[src/rtl/gray_pkg.sv]
// rtl/gray_pkg.sv - shared Gray-code helpers and width limits
package gray_pkg;

    localparam int MAX_W = 32;
    localparam int MIN_W = 2;

    typedef enum logic [1:0] {
        STEP_HOLD = 2'd0,
        STEP_UP   = 2'd1,
        STEP_DN   = 2'd2,
        STEP_LOAD = 2'd3
    } step_e;

    // Narrower values are passed zero-extended; the upper zeros leave the low bits correct.
    function automatic logic [MAX_W-1:0] bin2gray(input logic [MAX_W-1:0] b);
        return b ^ (b >> 1);
    endfunction

    function automatic logic [MAX_W-1:0] gray2bin(input logic [MAX_W-1:0] g);
        logic [MAX_W-1:0] b;
        b[MAX_W-1] = g[MAX_W-1];
        for (int i = MAX_W - 2; i >= 0; i--) begin
            b[i] = b[i+1] ^ g[i];
        end
        return b;
    endfunction

endpackage

[src/rtl/gray_to_binary_n.sv]
// rtl/gray_to_binary_n.sv - combinational W-bit Gray-to-binary decoder
module gray_to_binary_n #(
    parameter int W = 4
) (
    input  logic [W-1:0] i_gray,
    output logic [W-1:0] o_bin
);

    // Each binary bit is the XOR of all Gray bits at or above it.
    for (genvar i = 0; i < W; i++) begin : g_bit
        assign o_bin[i] = ^i_gray[W-1:i];
    end

endmodule

[src/rtl/gray_counter_n.sv]
// rtl/gray_counter_n.sv - W-bit up/down counter with registered Gray and binary outputs
module gray_counter_n #(
    parameter int          W            = 4,
    parameter int unsigned RESET_VAL    = 0,
    parameter bit          WRAP         = 1'b1,
    parameter bit          LOAD_IS_GRAY = 1'b0
) (
    input  logic         clk,
    input  logic         rst,
    input  logic         en,
    input  logic         up_dn,
    input  logic         load,
    input  logic [W-1:0] load_val,
    output logic [W-1:0] gray_out,
    output logic [W-1:0] bin_out,
    output logic         tc
);

    import gray_pkg::*;

    if (W < MIN_W || W > MAX_W) begin : g_bad_w
        $error("gray_counter_n: W out of range");
    end
    if ((64'(RESET_VAL) >> W) != 64'd0) begin : g_bad_rst
        $error("gray_counter_n: RESET_VAL does not fit in W bits");
    end

    localparam logic [W-1:0] RST_BIN  = W'(RESET_VAL);
    localparam logic [W-1:0] RST_GRAY = RST_BIN ^ (RST_BIN >> 1);

    logic [W-1:0] r_bin;
    logic [W-1:0] r_gray;
    logic         r_tc;

    logic [W-1:0] w_load_bin;
    logic [W-1:0] w_bin_next;
    logic [W-1:0] w_gray_next;
    logic         w_tc_next;
    logic         w_at_max;
    logic         w_at_min;
    step_e        w_step;

    if (LOAD_IS_GRAY) begin : g_gray_load
        gray_to_binary_n #(.W(W)) u_load_dec (
            .i_gray (load_val),
            .o_bin  (w_load_bin)
        );
    end else begin : g_bin_load
        assign w_load_bin = load_val;
    end

    assign w_at_max = (r_bin == {W{1'b1}});
    assign w_at_min = (r_bin == {W{1'b0}});

    always_comb begin
        w_step = STEP_HOLD;
        if (load) begin
            w_step = STEP_LOAD;
        end else if (en) begin
            w_step = up_dn ? STEP_UP : STEP_DN;
        end
    end

    // tc flags any enabled step taken from a terminal state, whether it wraps or saturates.
    always_comb begin
        w_bin_next = r_bin;
        w_tc_next  = 1'b0;
        case (w_step)
            STEP_LOAD: w_bin_next = w_load_bin;
            STEP_UP: begin
                w_tc_next = w_at_max;
                if (WRAP || !w_at_max) begin
                    w_bin_next = r_bin + 1'b1;
                end
            end
            STEP_DN: begin
                w_tc_next = w_at_min;
                if (WRAP || !w_at_min) begin
                    w_bin_next = r_bin - 1'b1;
                end
            end
            default: ;
        endcase
    end

    assign w_gray_next = W'(bin2gray(MAX_W'(w_bin_next)));

    always_ff @(posedge clk) begin
        if (rst) begin
            r_bin  <= RST_BIN;
            r_gray <= RST_GRAY;
            r_tc   <= 1'b0;
        end else begin
            r_bin  <= w_bin_next;
            r_gray <= w_gray_next;
            r_tc   <= w_tc_next;
        end
    end

    assign bin_out  = r_bin;
    assign gray_out = r_gray;
    assign tc       = r_tc;

endmodule

[config.mk]
export PLATFORM = sky130hd
export DESIGN_NAME = gray_counter_n
export DESIGN_NICKNAME = d
export VERILOG_FILES = /design/src/rtl/gray_pkg.sv /design/src/rtl/gray_to_binary_n.sv /design/src/rtl/gray_counter_n.sv
export SDC_FILE = /design/constraint.sdc
export NUM_CORES = 1
export LEC_CHECK = 0
export CAP_MARGIN = 20
export CORE_AREA = 5 5 53 55
export CTS_CLUSTER_SIZE = 12
export DETAILED_ROUTE_END_ITERATION = 12
export DIE_AREA = 0 0 58 60
export PLACE_DENSITY_LB_ADDON = 0.12
export SKIP_CTS_REPAIR_TIMING = 1
export SLEW_MARGIN = 0
export SYNTH_ARGS = -nofsm -noshare
export SYNTH_HDL_FRONTEND = slang
export SYNTH_SLANG_ARGS = --single-unit
[constraint.sdc]
create_clock -name clk -period 2.8 [get_ports clk]
set_clock_uncertainty 0.05 [all_clocks]
set_input_delay 0.7 -clock clk [delete_from_list [all_inputs] [get_ports clk]]
set_output_delay 0.7 -clock clk [all_outputs]
set_load 0.05 [all_outputs]
==> results_dict.tcl <==
set metrics [dict create \
    die_height_um 60 \
    critPathTopFamily "buffers and inverters" \
    io_buffers 17 \
    clock_tree.htree_level_count 1 \
    drv_cap 0 \
    drt-initial-drc-count 8 \
    worstHoldPathType "register to register" \
    power_density_nw_per_um2 535 \
    fmaxAchievable_ghz 0.370 \
    design.core.area_um2 2340 \
    number_of_routed_nets_with_antenna_violations 0 \
    cts_tree "built" \
    worstHoldStart "bin_out[3]$_SDFF_PP0_" \
    crit_required_ns 2.89 \
    crit_path_time_final_ns 2.70 \
    p_switching_w 0.000176 \
    place_inst 117 \
    r2r.worst_path.cells 8 \
    avgViaCountPerCell 4.22 \
    dp_hpwl_um 1060 \
    globalRouteTotalUtil_pct 8.51 \
    clock_power_share_pct 18.7 \
    design.final.nets 107 \
    drt-pass1-iter-count 4 \
    clkSinkCount 8 \
    outcome "finished, final reports clean" \
    r2r-end "gray_out[0]$_SDFF_PP0_" \
    flow.area_growth_from_synthesis_pct 58.6 \
    p_leak_nw 0.394 \
    synth.net_count 75 \
    timing.slew.headroom_pct 66.4 \
    worst_setup_path_startpoint "up_dn" \
    num_cts_buffers 3 \
    r2r_slack_ns 1.02 \
    hold_viol 0 \
    critical_path.slowest_cell "clkdlybuf4s50_1" \
    placement.setup.worst_slack_ns -0.176 \
    worst_setup_hold_path_clk_slew_ns 0.05 \
    postLayoutCoreUtil_pct 36.6 \
    netlist_instances 60 \
    vias_in_the_first_global_route 557 \
    most-common-layout-cells "17 x clkdlybuf4s50_1, 11 x buf_4, 8 x dfxtp_1" \
    path_max_fanout 3 \
    start_util_pct 23.1 \
    die-area_um2 3480 \
    drt-total-wl_um 1260 \
    r2r_start "bin_out[1]$_SDFF_PP0_" \
    share_seq_of_total_power_pct 31.7 \
    share_of_total_power_consumed_by_net_switching_pct 38.4 \
    number_of_top_level_design_ports 18 \
    dieWidth_um 58 \
    routedWlPerCell_um 10.5 \
    critical_path.endpoint_type "register" \
    share_comb_of_total_power_pct 49.6 \
    cp_data_arrival_time_ns 2.79 \
    timing.critical_path.slowest_cell_delay_ns 0.48 \
    hold_depth 2 \
    final_critical_path_setup_slack_ns 0.0954 \
    final_layout_size_suffix_gt1_share_pct 26.7 \
    rows 18 \
    list_of_cells_traversed_by_the_critical_path "clkdlybuf4s50_1 -> inv_1 -> a21o_1 -> ha_1 -> xor2_1 -> ha_1 -> a21oi_2 -> xnor2_2 -> a21oi_2 -> and2b_2 -> mux2_4" \
    syn-mean-instance-area_um2 9.01 \
    clock_insertion_delay_worst_skew_ns 0.25 \
    stdcell_count 120 \
    mostFrequentLayoutCell "clkdlybuf4s50_1" \
    antenna-diode-count 0 \
    dr_total_vias 506 \
    grt_start_max_net_pins 9 \
    route.detailed.drc 0 \
    drv_slew 0 \
    critPathBufInv 2 \
    ys_types 28 \
    ir_drop_mv 0.352 \
    worst-setup-path-type "input port to register" \
    holdPathEnd "tc$_SDFF_PP0_" \
    filler_cell_count 251 \
    finalWeightedCongestion 0.733 \
    grt.overflow.total 0 \
    report.final.setup_viol 0 \
    final_worst_path_period_share_pct 96.6 \
    power.internal_w 0.000282 \
    clock-root-buffer "clkbuf_4" \
    cts_buffer_depth 2 \
    yosys_warnings 0 \
    startpoint_type "input port" \
    worst-slew-pin-transition_ns 0.503 \
    seq_area_frac_synth_pct 29.6 \
    antenna_found_initial 0 \
    first_pass_grt_wire_length_um 2230 \
    synth-seq-cells 8 \
    mappedNetlistArea_um2 541 \
]
## cells by family (layout without fill, tap and decap cells)
| group | after synthesis | after routing | share of synthesized area (%) |
|---|---|---|---|
| and+or+nand+nor | 18 | 18 | 20.1 |
| AOI/OAI and AO/OA | 16 | 16 | 20.6 |
| DFF | 8 | 8 | 29.6 |
| adders and majority gates | 6 | 6 | 13.9 |
| buffers and inverters | 6 | 36 | 4.86 |
| xor gates and xnor gates | 5 | 5 | 8.10 |
| muxes | 1 | 1 | 2.78 |
## area by class of cell
type	instances	area, um^2	area share, %
multi-input combinational	46	365	42.6
timing repair buffer	28	253	29.5
sequential	8	160	18.7
tap	30	37.5	4.38
clock buffer	3	22.5	2.63
inverter	5	18.8	2.19
## cell usage after synthesis
cell type | number | share of area (%)
dfxtp_1 | 8 | 30
ha_1 | 6 | 14
inv_1 | 5 | 3.5
a21oi_1 | 4 | 3.7
nor2_1 | 4 | 2.8
nand2_1 | 3 | 2.1
nor2b_1 | 3 | 3.5
xor2_1 | 3 | 4.9
a21o_1 | 2 | 2.8
a22oi_1 | 2 | 2.8
and2b_2 | 2 | 3.2
xnor2_1 | 2 | 3.2
a21oi_2 | 1 | 1.6
a221oi_1 | 1 | 1.6
a22o_1 | 1 | 1.6
a22o_2 | 1 | 1.9
a31oi_1 | 1 | 1.2
and3b_1 | 1 | 1.6
buf_4 | 1 | 1.4
mux2_4 | 1 | 2.8
nand3_1 | 1 | 0.93
nand3_2 | 1 | 1.9
nor2_2 | 1 | 1.2
nor3_1 | 1 | 0.93
o211ai_1 | 1 | 1.4
o21ai_0 | 1 | 0.93
o22ai_1 | 1 | 1.2
or3_4 | 1 | 2.1
## how the worst max path moves through the flow
stage / to / slack, ns / cells past startpoint
after floorplan: gray_out[2]$_SDFF_PP0_ / 0.29 / 10
after global placement: gray_out[2]$_SDFF_PP0_ / -0.16 / 11
after detailed placement: gray_out[2]$_SDFF_PP0_ / -0.18 / 11
after CTS: gray_out[2]$_SDFF_PP0_ / 0.09 / 11
after global routing: gray_out[2]$_SDFF_PP0_ / -0.01 / 11
final: gray_out[2]$_SDFF_PP0_ / 0.1 / 11
## metrics by stage
step                      hold WS, ns  area [um^2]  total power [W]  setup TNS [ns]
after floorplan                 0.719          541         0.000290               0
after global placement          0.633          823         0.000372          -0.345
after detailed placement        0.626          823         0.000372          -0.398
after CTS                       0.642          846         0.000463               0
after global routing            0.673          857         0.000495         -0.0144
final                           0.628          857         0.000458               0
## worst register-to-register path: stages (launching register included)
cell,delay [ns]
dfxtp_1,0.47
xor2_1,0.19
ha_1,0.25
a22oi_1,0.18
nor2_1,0.05
a21oi_1,0.12
buf_4,0.15
xor2_1,0.13
nor2_1,0.05
## routing by layer
metal | global-route usage, % | up-vias | routed length, um
met5 | 0 | - | 0
met4 | 1.99 | 0 | 0
met3 | 4.54 | 0 | 93
met2 | 13.7 | 12 | 585
met1 | 9.95 | 226 | 585
li1 | - | 268 | -
## power by group through the flow
| stage | registers, W | clock network [W] | logic [W] |
|---|---|---|---|
| final | 0.000145 | 0.0000859 | 0.000227 |
| after global routing | 0.000149 | 0.000102 | 0.000243 |
| after CTS | 0.000146 | 0.0000932 | 0.000224 |
| after detailed placement | 0.000148 | 0 | 0.000224 |
| after global placement | 0.000148 | 0 | 0.000224 |
| after floorplan | 0.000203 | 0 | 0.0000868 |
## state kept, by name (all words and copies together), names as in the netlist
name and cells:
bin_out 4, gray_out 3, tc 1
No activity file was read; power rests on OpenSTA's default activity.
